[src/rtl/fetch_pkg.sv]
// Shared fetch-side types: default widths, the {pc, ins} entry held by the
// IF/ID queue, and the queue occupancy states.
package fetch_pkg;

  localparam int PC_W_DEF  = 8;
  localparam int INS_W_DEF = 32;

  typedef struct packed {
    logic [PC_W_DEF-1:0]  pc;
    logic [INS_W_DEF-1:0] ins;
  } fetch_entry_t;

  typedef enum logic [1:0] {
    ST_EMPTY,
    ST_PARTIAL,
    ST_FULL
  } occState_e;

endpackage

[src/rtl/if_id_queue_if.sv]
// Fetch-to-decode queue bus: fetch push side, decode pop side, flush and
// occupancy status. The master is the pipeline around the queue, the slave is the queue.
interface if_id_queue_if #(
  parameter int PC_W  = 8,
  parameter int INS_W = 32,
  parameter int DEPTH = 2
);

  logic                       in_valid;
  logic                       in_ready;
  logic [PC_W-1:0]            in_pc;
  logic [INS_W-1:0]           in_ins;
  logic                       out_valid;
  logic                       out_ready;
  logic [PC_W-1:0]            out_pc;
  logic [INS_W-1:0]           out_ins;
  logic [PC_W-1:0]            out_pc_plus1;
  logic                       flush;
  logic [$clog2(DEPTH+1)-1:0] count;
  logic                       full;
  logic                       empty;

  modport master (
    output in_valid, in_pc, in_ins, out_ready, flush,
    input  in_ready, out_valid, out_pc, out_ins, out_pc_plus1, count, full, empty
  );

  modport slave (
    input  in_valid, in_pc, in_ins, out_ready, flush,
    output in_ready, out_valid, out_pc, out_ins, out_pc_plus1, count, full, empty
  );

endinterface

[src/rtl/if_id_queue_mem.sv]
// Entry storage for the IF/ID queue: DEPTH fetch entries, one synchronous
// write port, one asynchronous read port, and no reset on the array.
module if_id_queue_mem
  import fetch_pkg::*;
#(
  parameter int DEPTH = 2,
  parameter int PTR_W = $clog2(DEPTH)
) (
  input  logic             clk,
  input  logic             wrEn,
  input  logic [PTR_W-1:0] wrAddr,
  input  fetch_entry_t     wrData,
  input  logic [PTR_W-1:0] rdAddr,
  output fetch_entry_t     rdData
);

  fetch_entry_t storage [DEPTH];

  always_ff @(posedge clk) begin
    if (wrEn) begin
      storage[wrAddr] <= wrData;
    end
  end

  assign rdData = storage[rdAddr];

endmodule

[src/rtl/if_id_queue.sv]
// Elastic {pc, ins} buffer between fetch and decode, with flush on redirect.
// Defining IF_ID_QUEUE_BYPASS_EN lets an entry reach decode the same cycle when empty.
module if_id_queue
  import fetch_pkg::*;
#(
  parameter int PC_W  = PC_W_DEF,
  parameter int INS_W = INS_W_DEF,
  parameter int DEPTH = 2
) (
  input logic          clk,
  input logic          rst,
  if_id_queue_if.slave q
);

  localparam int CNT_W = $clog2(DEPTH+1);
  localparam int PTR_W = $clog2(DEPTH);

  occState_e          state, stateNext;
  logic [CNT_W-1:0]   countReg, countNext;
  logic [PTR_W-1:0]   wrPtr, rdPtr;
  logic               empty, full, bypass, consumed, push, pop, headValid;
  fetch_entry_t       inEntry, rdEntry, headEntry;
  logic [PC_W-1:0]    headPc;

  assign empty = (state == ST_EMPTY);
  assign full  = (state == ST_FULL);

`ifdef IF_ID_QUEUE_BYPASS_EN
  assign bypass = empty & q.in_valid & ~q.flush;
`else
  assign bypass = 1'b0;
`endif

  // A bypassed entry taken by decode in the same cycle is never written.
  assign consumed = bypass & q.out_ready;
  assign push     = q.in_valid & ~full & ~q.flush & ~consumed;
  assign pop      = ~empty & q.out_ready & ~q.flush;

  assign inEntry.pc  = PC_W_DEF'(q.in_pc);
  assign inEntry.ins = INS_W_DEF'(q.in_ins);

  if_id_queue_mem #(.DEPTH(DEPTH), .PTR_W(PTR_W)) mem (
    .clk    (clk),
    .wrEn   (push),
    .wrAddr (wrPtr),
    .wrData (inEntry),
    .rdAddr (rdPtr),
    .rdData (rdEntry)
  );

  always_ff @(posedge clk or posedge rst) begin
    if (rst) begin
      state    <= ST_EMPTY;
      countReg <= '0;
      wrPtr    <= '0;
      rdPtr    <= '0;
    end else begin
      state    <= stateNext;
      countReg <= countNext;
      if (q.flush) begin
        wrPtr <= '0;
        rdPtr <= '0;
      end else begin
        if (push) wrPtr <= wrPtr + 1'b1;
        if (pop)  rdPtr <= rdPtr + 1'b1;
      end
    end
  end

  // Occupancy follows count; flush wins over any push or pop.
  always_comb begin
    stateNext = state;
    countNext = countReg;
    if (q.flush) begin
      stateNext = ST_EMPTY;
      countNext = '0;
    end else begin
      case (state)
        ST_EMPTY: begin
          if (push) begin
            stateNext = ST_PARTIAL;
            countNext = CNT_W'(1);
          end
        end
        ST_PARTIAL: begin
          if (push && !pop) begin
            countNext = countReg + 1'b1;
            if (countReg == CNT_W'(DEPTH-1)) stateNext = ST_FULL;
          end else if (pop && !push) begin
            countNext = countReg - 1'b1;
            if (countReg == CNT_W'(1)) stateNext = ST_EMPTY;
          end
        end
        ST_FULL: begin
          if (pop) begin
            stateNext = ST_PARTIAL;
            countNext = countReg - 1'b1;
          end
        end
        default: begin
          stateNext = ST_EMPTY;
          countNext = '0;
        end
      endcase
    end
  end

  assign headValid = ~empty | bypass;
  assign headEntry = bypass ? inEntry : rdEntry;
  assign headPc    = PC_W'(headEntry.pc);

  assign q.in_ready     = ~full;
  assign q.out_valid    = headValid;
  assign q.out_pc       = headValid ? headPc : '0;
  assign q.out_ins      = headValid ? INS_W'(headEntry.ins) : '0;
  assign q.out_pc_plus1 = headValid ? headPc + 1'b1 : '0;
  assign q.count        = countReg;
  assign q.full         = full;
  assign q.empty        = empty;

endmodule

[src/flat_wrapper.sv]
// flat-port wrapper written by rule: the top's interface ports become plain ports
module if_id_queue_flat import fetch_pkg::*;
#(
  parameter int PC_W  = PC_W_DEF,
  parameter int INS_W = INS_W_DEF,
  parameter int DEPTH = 2
)
  (clk, rst, q_in_valid, q_in_pc, q_in_ins, q_out_ready, q_flush, q_in_ready, q_out_valid, q_out_pc, q_out_ins, q_out_pc_plus1, q_count, q_full, q_empty);
  if_id_queue_if #(.PC_W(PC_W), .INS_W(INS_W), .DEPTH(DEPTH)) q_i ();
  input logic clk;
  input logic rst;
  input wire logic [$bits(q_i.in_valid)-1:0] q_in_valid;
  input wire logic [$bits(q_i.in_pc)-1:0] q_in_pc;
  input wire logic [$bits(q_i.in_ins)-1:0] q_in_ins;
  input wire logic [$bits(q_i.out_ready)-1:0] q_out_ready;
  input wire logic [$bits(q_i.flush)-1:0] q_flush;
  output wire logic [$bits(q_i.in_ready)-1:0] q_in_ready;
  output wire logic [$bits(q_i.out_valid)-1:0] q_out_valid;
  output wire logic [$bits(q_i.out_pc)-1:0] q_out_pc;
  output wire logic [$bits(q_i.out_ins)-1:0] q_out_ins;
  output wire logic [$bits(q_i.out_pc_plus1)-1:0] q_out_pc_plus1;
  output wire logic [$bits(q_i.count)-1:0] q_count;
  output wire logic [$bits(q_i.full)-1:0] q_full;
  output wire logic [$bits(q_i.empty)-1:0] q_empty;
  assign q_i.in_valid = q_in_valid;
  assign q_i.in_pc = q_in_pc;
  assign q_i.in_ins = q_in_ins;
  assign q_i.out_ready = q_out_ready;
  assign q_i.flush = q_flush;
  assign q_in_ready = q_i.in_ready;
  assign q_out_valid = q_i.out_valid;
  assign q_out_pc = q_i.out_pc;
  assign q_out_ins = q_i.out_ins;
  assign q_out_pc_plus1 = q_i.out_pc_plus1;
  assign q_count = q_i.count;
  assign q_full = q_i.full;
  assign q_empty = q_i.empty;
  if_id_queue #(.PC_W(PC_W), .INS_W(INS_W), .DEPTH(DEPTH)) u_core (.clk(clk), .rst(rst), .q(q_i));
endmodule
[config.mk]
export PLATFORM = sky130hd
export DESIGN_NAME = if_id_queue_flat
export DESIGN_NICKNAME = d
export VERILOG_FILES = /design/src/rtl/fetch_pkg.sv /design/src/rtl/if_id_queue_if.sv /design/src/rtl/if_id_queue_mem.sv /design/src/rtl/if_id_queue.sv /design/src/flat_wrapper.sv
export SDC_FILE = /design/constraint.sdc
export NUM_CORES = 1
export LEC_CHECK = 0
export ABC_CLOCK_PERIOD_IN_PS = 4800
export CORE_MARGIN = 8
export CORE_UTILIZATION = 30
export DETAILED_ROUTE_END_ITERATION = 6
export GPL_TIMING_DRIVEN = 0
export PLACE_DENSITY = 0.57
export RECOVER_POWER = 50
export SYNTH_ARGS = -nofsm -noshare
export SYNTH_HDL_FRONTEND = slang
export SYNTH_SLANG_ARGS = --single-unit
[constraint.sdc]
create_clock -name clk -period 4.8 [get_ports clk]
set_clock_uncertainty 0.2 [all_clocks]
set_input_delay 0.96 -clock clk [delete_from_list [all_inputs] [get_ports clk]]
set_output_delay 0.96 -clock clk [all_outputs]
set_load 0.02 [all_outputs]
# ---- Word level (Yosys, flattened, before mapping)
# Memories as Yosys holds them, arrays and structs flattened.
# Index checks and enable logic that the tools add are counted.
dict set report classes {
  addsub 5
  eq_ne 7
  n_mux 22
  n_bitwise 7
  n_reduce_logical 9
}
# operator count
set op_table {}
lappend op_table {{32-bit 2-to-1 mux} 1}
lappend op_table {{2-bit 2-to-1 mux} 11}
lappend op_table {{8-bit 2-to-1 mux} 2}
lappend op_table {{2-bit case mux with 3 select lines} 2}
lappend op_table {{8-bit by 1-bit adder with 8-bit output (second input constant)} 1}
lappend op_table {{1-bit 2-to-1 mux} 6}
lappend op_table {{3-bit inequality test (second input constant)} 2}
lappend op_table {{1-bit AND} 4}
lappend op_table {{2-bit by 1-bit == test with 1-bit output (second input constant)} 2}
lappend op_table {{4-bit by 2-bit inequality test with 1-bit output (second input constant)} 1}
lappend op_table {{4-bit AND reduction} 1}
lappend op_table {{2-bit nonzero test} 2}
lappend op_table {{3-bit by 2-bit inequality test with 1-bit output (second input constant)} 1}
lappend op_table {{1-bit inverter} 3}
lappend op_table {{3-bit AND reduction} 1}
lappend op_table {{1-bit adder (second input constant)} 2}
lappend op_table {{2-bit by 1-bit adder with 2-bit output (second input constant)} 1}
lappend op_table {{2-bit == test (second input constant)} 1}
lappend op_table {{1-bit logical AND} 2}
lappend op_table {{1-bit zero test} 2}
lappend op_table {{2-bit zero test} 1}
lappend op_table {{2-bit by 1-bit subtractor with 2-bit output (second input constant)} 1}
dict set report word_totals {
  reg_bits 6
  ramBits 80
  input_bits 45
  out_inout_bits 54
  elab_cells 55
  mem_count 1
}
# memory words width rd rd_clocked_by_memory_dff write_ports line
set memory_table {}
lappend memory_table {u_core.mem.storage 2 40 1 0 1 if_id_queue_mem.sv:17} ;# fetch_entry_t storage [DEPTH];

# ---- Longest topological paths before layout
dict set report depth {
  depth_word 10
  mapped_depth 9
}

# ---- By module
# A second synthesis with hierarchy kept.
dict set report hier_totals {
  cells_unflattened 240
  hier_area_um2 3746.1
}
# module instances cells_per_inst area_each_um2
set by_module_without_submodules {}
lappend by_module_without_submodules {if_id_queue_mem 1 126 2910.3}
lappend by_module_without_submodules {if_id_queue 1 114 835.8}

# ---- Least setup slack after synthesis
# OpenSTA, ideal clock, no wires.
dict set report synth_path {
  kind {input -> register}
  start {in q_flush}
  end {mem u_core.mem.storage[0][0] (netlist name), enable pin}
  t_arrival_ns 3.935
  t_required_ns 4.113
  slack_ns 0.178
  path_stages 2
  cell_sequence {clkbuf_1 -> nor3_1}
}
dict set report synth_between {
  elab_chain_cells 4
}
# item line
set synth_lines {}
lappend synth_lines {{from (decl)} flat_wrapper.sv:16} ;# input wire logic [$bits(q_i.flush)-1:0] q_flush;
lappend synth_lines {{1-bit inverter} if_id_queue.sv:36} ;# assign push = q.in_valid & ~full & ~q.flush & ~consumed;
lappend synth_lines {{1-bit AND} if_id_queue.sv:36}
lappend synth_lines {{1-bit 2-to-1 mux} if_id_queue_mem.sv:20} ;# if (wrEn) begin
lappend synth_lines {{1-bit 2-to-1 mux (not written as such)} if_id_queue_mem.sv:21} ;# storage[wrAddr] <= wrData;
lappend synth_lines {{to (decl)} if_id_queue_mem.sv:17}
# No other way between the ends.

# ---- Worst setup path in the final report
dict set report layout_path {
  start {reg u_core.rdPtr}
  end {out q_out_pc_plus1[6]}
}
dict set report layout_between {
  elab_chain_cells 3
}
# item line
set layout_lines {}
lappend layout_lines {{from (decl)} if_id_queue.sv:20} ;# logic [PTR_W-1:0] wrPtr, rdPtr;
lappend layout_lines {{from (signal assigned)} if_id_queue.sv:65} ;# if (pop) rdPtr <= rdPtr + 1'b1;
lappend layout_lines {{memory read 2 x 40 bit} -}
lappend layout_lines {{8-bit by 1-bit adder with 8-bit output} if_id_queue.sv:116} ;# assign q.out_pc_plus1 = headValid ? headPc + 1'b1 : '0;
lappend layout_lines {{8-bit 2-to-1 mux} if_id_queue.sv:116}
lappend layout_lines {{to (decl)} flat_wrapper.sv:21} ;# output wire logic [$bits(q_i.out_pc_plus1)-1:0] q_out_pc_plus1;
# No other way between the ends.

==> metrics.yaml <==
ys_seq_area_frac: 0.711
status: "completed"
multi_input_area_um2: 942
rrSetupSlack_ps: 2050
synth_xor_area_frac: 0.0146
cts_root_buf: "clkbuf_16"
cts_sinks: 86
peakVddDrop_mv: 0.138
p_leak_nw: 1.74
rows: 40
post_cts_resized: 0
worstSetupPathType: "reg2out"
critPathMaxFanout: 10
core_region_area_um2: 11900
maxCapViolations: 0
postCtsSetupRepairBufs: 0
first_iter_violations: 86
drive_gt1_frac: 0.0854
nets: 406
p_per_area_nw_per_um2: 365
die_area_um2: 15700
setup_viol: 0
firstDrtPassIters: 4
drt_wl_total_um: 8270
grt_overflow_total: 0
numCtsBuffers: 9
holdCritPathClass: "reg2reg"
cts_hold_buf: 0
drc: 0
utilization: 0.426
netlist.area_leader.share: 0.669
synth_warnings: 0
htreeDepth: 3
first_global_vias: 2440
report.final.slew_viol_count: 0
grt_max_degree: 22
synth_nets: 293
synth.area.top_cells: "edfxtp_1, mux2i_1, nor2_1, dfrtp_1, ha_1"
clock_latency_ps: 330
synth_compound_area_frac: 0.0331
die_y_um: 125
slew_headroom: 0.572
cts_tree: "done"
io_pins: 99
tightest_slew_ps: 642
cts_buffer_depth: 2
dieWidth_um: 125
drtAntennaViolNets: 0
clkTransAtPathRegs_ps: 60
post-route-min-period_ps: 3710
final.setup.tns_ps: 0
yosys.area.top_type: "edfxtp_1"
place_congestion: 0.756
synth_top_family_by_area: "multiplexers"
synth_mux_area_frac: 0.112
syn_to_final_growth_pct: 40.6
hold_viol_final: 0
diodes: 0
cp-end-kind: "output port"
nFillCells: 1127
grt_usage: 0.107
worst_setup_path_start_kind: "flip-flop"
dp.final_hpwl_um: 6100
seq_area_um2: 2550
antenna_found_initial: 0
rsz0062_at_grt: "no"
vias: 2290
synthAdderAreaFrac: 0.0104
portBuffers: 97
period_share: 0.773
fmax_ghz: 0.270
routedWlPerCell_um: 16.2
drt-vias-per-instance: 4.49
avgSynthCellArea_um2: 14.7
yosysUniqueCellTypes: 33
ys_ff_latch: 86
synth.cell_area_um2: 3590
whs_ps: 377
netlist_instances: 245
grt_first_pass_wirelength_um: 13000
initial_core_util: 0.303
cp.arrival_ps: 2550
worstPathRequired_ps: 3640
synth_simple_gate_area_frac: 0.0916
registers in the layout (all words and copies together) (netlist names):
signal	flops
u_core.mem.storage	80
u_core.rdPtr	1
u_core.wrPtr	1
u_core.q.count	2
u_core.state	2
critical path, cell delays in order, from the launching register on:
cell and delay (ps):
dfrtp_1 400, buf_6 150, mux2_2 270, ha_1 180
inv_1 80, a211oi_2 260, a21oi_1 110, a21oi_1 130
clkdlybuf4s50_1 650
area by class of cell:
type	instances	share of cell area
Buffer	11	0.0151
Clock buffer	11	0.0461
Clock inverter	5	0.00520
Inverter	6	0.00446
Multi-Input combinational cell	142	0.187
Sequential cell	86	0.505
Tap cell	147	0.0364
Timing Repair Buffer	102	0.201
where the power goes:
part / leakage [nW] / total (mW) / internal (mW) / switching, mW
Combinational: 0.795 / 0.364 / 0.169 / 0.195
Clock: 0.127 / 0.610 / 0.346 / 0.264
Sequential: 0.814 / 0.867 / 0.855 / 0.0122
Total: 1.74 / 1.84 / 1.37 / 0.471
cell usage in the layout, fill, tap and decap left out, types with 2 or more instances in the layout:
| master | Yosys | final |
|---|---|---|
| edfxtp_1 | 80 | 80 |
| clkdlybuf4s50_1 | 0 | 54 |
| nor2_1 | 50 | 50 |
| dlygate4sd3_1 | 0 | 43 |
| mux2i_1 | 38 | 38 |
| clkbuf_16 | 0 | 9 |
| clkbuf_1 | 1 | 7 |
| dfrtp_1 | 6 | 6 |
| nand2_1 | 5 | 5 |
| a21oi_1 | 5 | 5 |
| o21ai_0 | 5 | 5 |
| inv_1 | 5 | 5 |
| xor2_1 | 4 | 4 |
| nand3_1 | 4 | 4 |
| buf_4 | 4 | 4 |
| buf_2 | 4 | 4 |
| or2_1 | 3 | 3 |
| nor3_1 | 3 | 3 |
| and2_1 | 4 | 3 |
| ha_1 | 3 | 3 |
| clkinv_2 | 0 | 3 |
| nand2b_1 | 2 | 2 |
| a31oi_1 | 2 | 2 |
| buf_6 | 2 | 2 |
| mux2_2 | 2 | 2 |
| xnor2_1 | 2 | 2 |
path summary, 6_finish.rpt:
check	start	cells past startpoint	to
max in group asynchronous	rst	2	u_core.q.count[0]$_DFFE_PP0P_
hold reg to reg	u_core.q.count[1]$_DFFE_PP0P_	2	u_core.q.count[1]$_DFFE_PP0P_
setup reg to reg	u_core.state[0]$_DFFE_PP0P_	5	u_core.mem.storage[0][20]$_DFFE_PP_
min in group asynchronous	rst	2	u_core.wrPtr$_DFFE_PP0P_
setup / recovery	u_core.rdPtr$_DFFE_PP0P_	8	q_out_pc_plus1[6]
hold / removal	u_core.q.count[1]$_DFFE_PP0P_	2	u_core.q.count[1]$_DFFE_PP0P_
through the flow:
| stage | power, mW | setup WS [ps] | cells | area, um2 |
|---|---|---|---|---|
| 3_3_place_gp | 1.26 | -2090 | 489 | 4750 |
| 4_1_cts | 1.88 | 1030 | 510 | 5090 |
| 5_1_grt | 1.92 | 1020 | 510 | 5050 |
| 2_1_floorplan | 1.08 | 178 | 245 | 3590 |
| 3_5_place_dp | 1.27 | 1430 | 494 | 4830 |
| 6_report | 1.84 | 1090 | 510 | 5050 |
Yosys cell counts:
cell type and count:
edfxtp_1 80, nor2_1 50, mux2i_1 38, dfrtp_1 6, a21oi_1 5, inv_1 5, nand2_1 5, o21ai_0 5
and2_1 4, buf_2 4, buf_4 4, nand3_1 4, xor2_1 4, ha_1 3, nor3_1 3, or2_1 3
a31oi_1 2, buf_6 2, mux2_2 2, nand2b_1 2, xnor2_1 2, a211oi_2 1, a21o_1 1, a22oi_2 1
a32oi_1 1, and3b_1 1, clkbuf_1 1, inv_2 1, nand3b_1 1, nand4_1 1, nand4b_1 1, o21ai_1 1
o21ba_2 1
routing by layer:
metal,global-route usage,wire length [um],part of all wire
met5,0,0,0
met4,0.0530,147,0.018
met3,0.0404,538,0.065
met2,0.186,4280,0.52
met1,0.112,3300,0.40
cells by family after synthesis:
family,Yosys count
mux,40
simple gates,75
fa+ha+maj,3
xor+xnor,6
buf+inv,17
compound gates,18
flops,86
No activity file was read; power rests on OpenSTA's default activity.
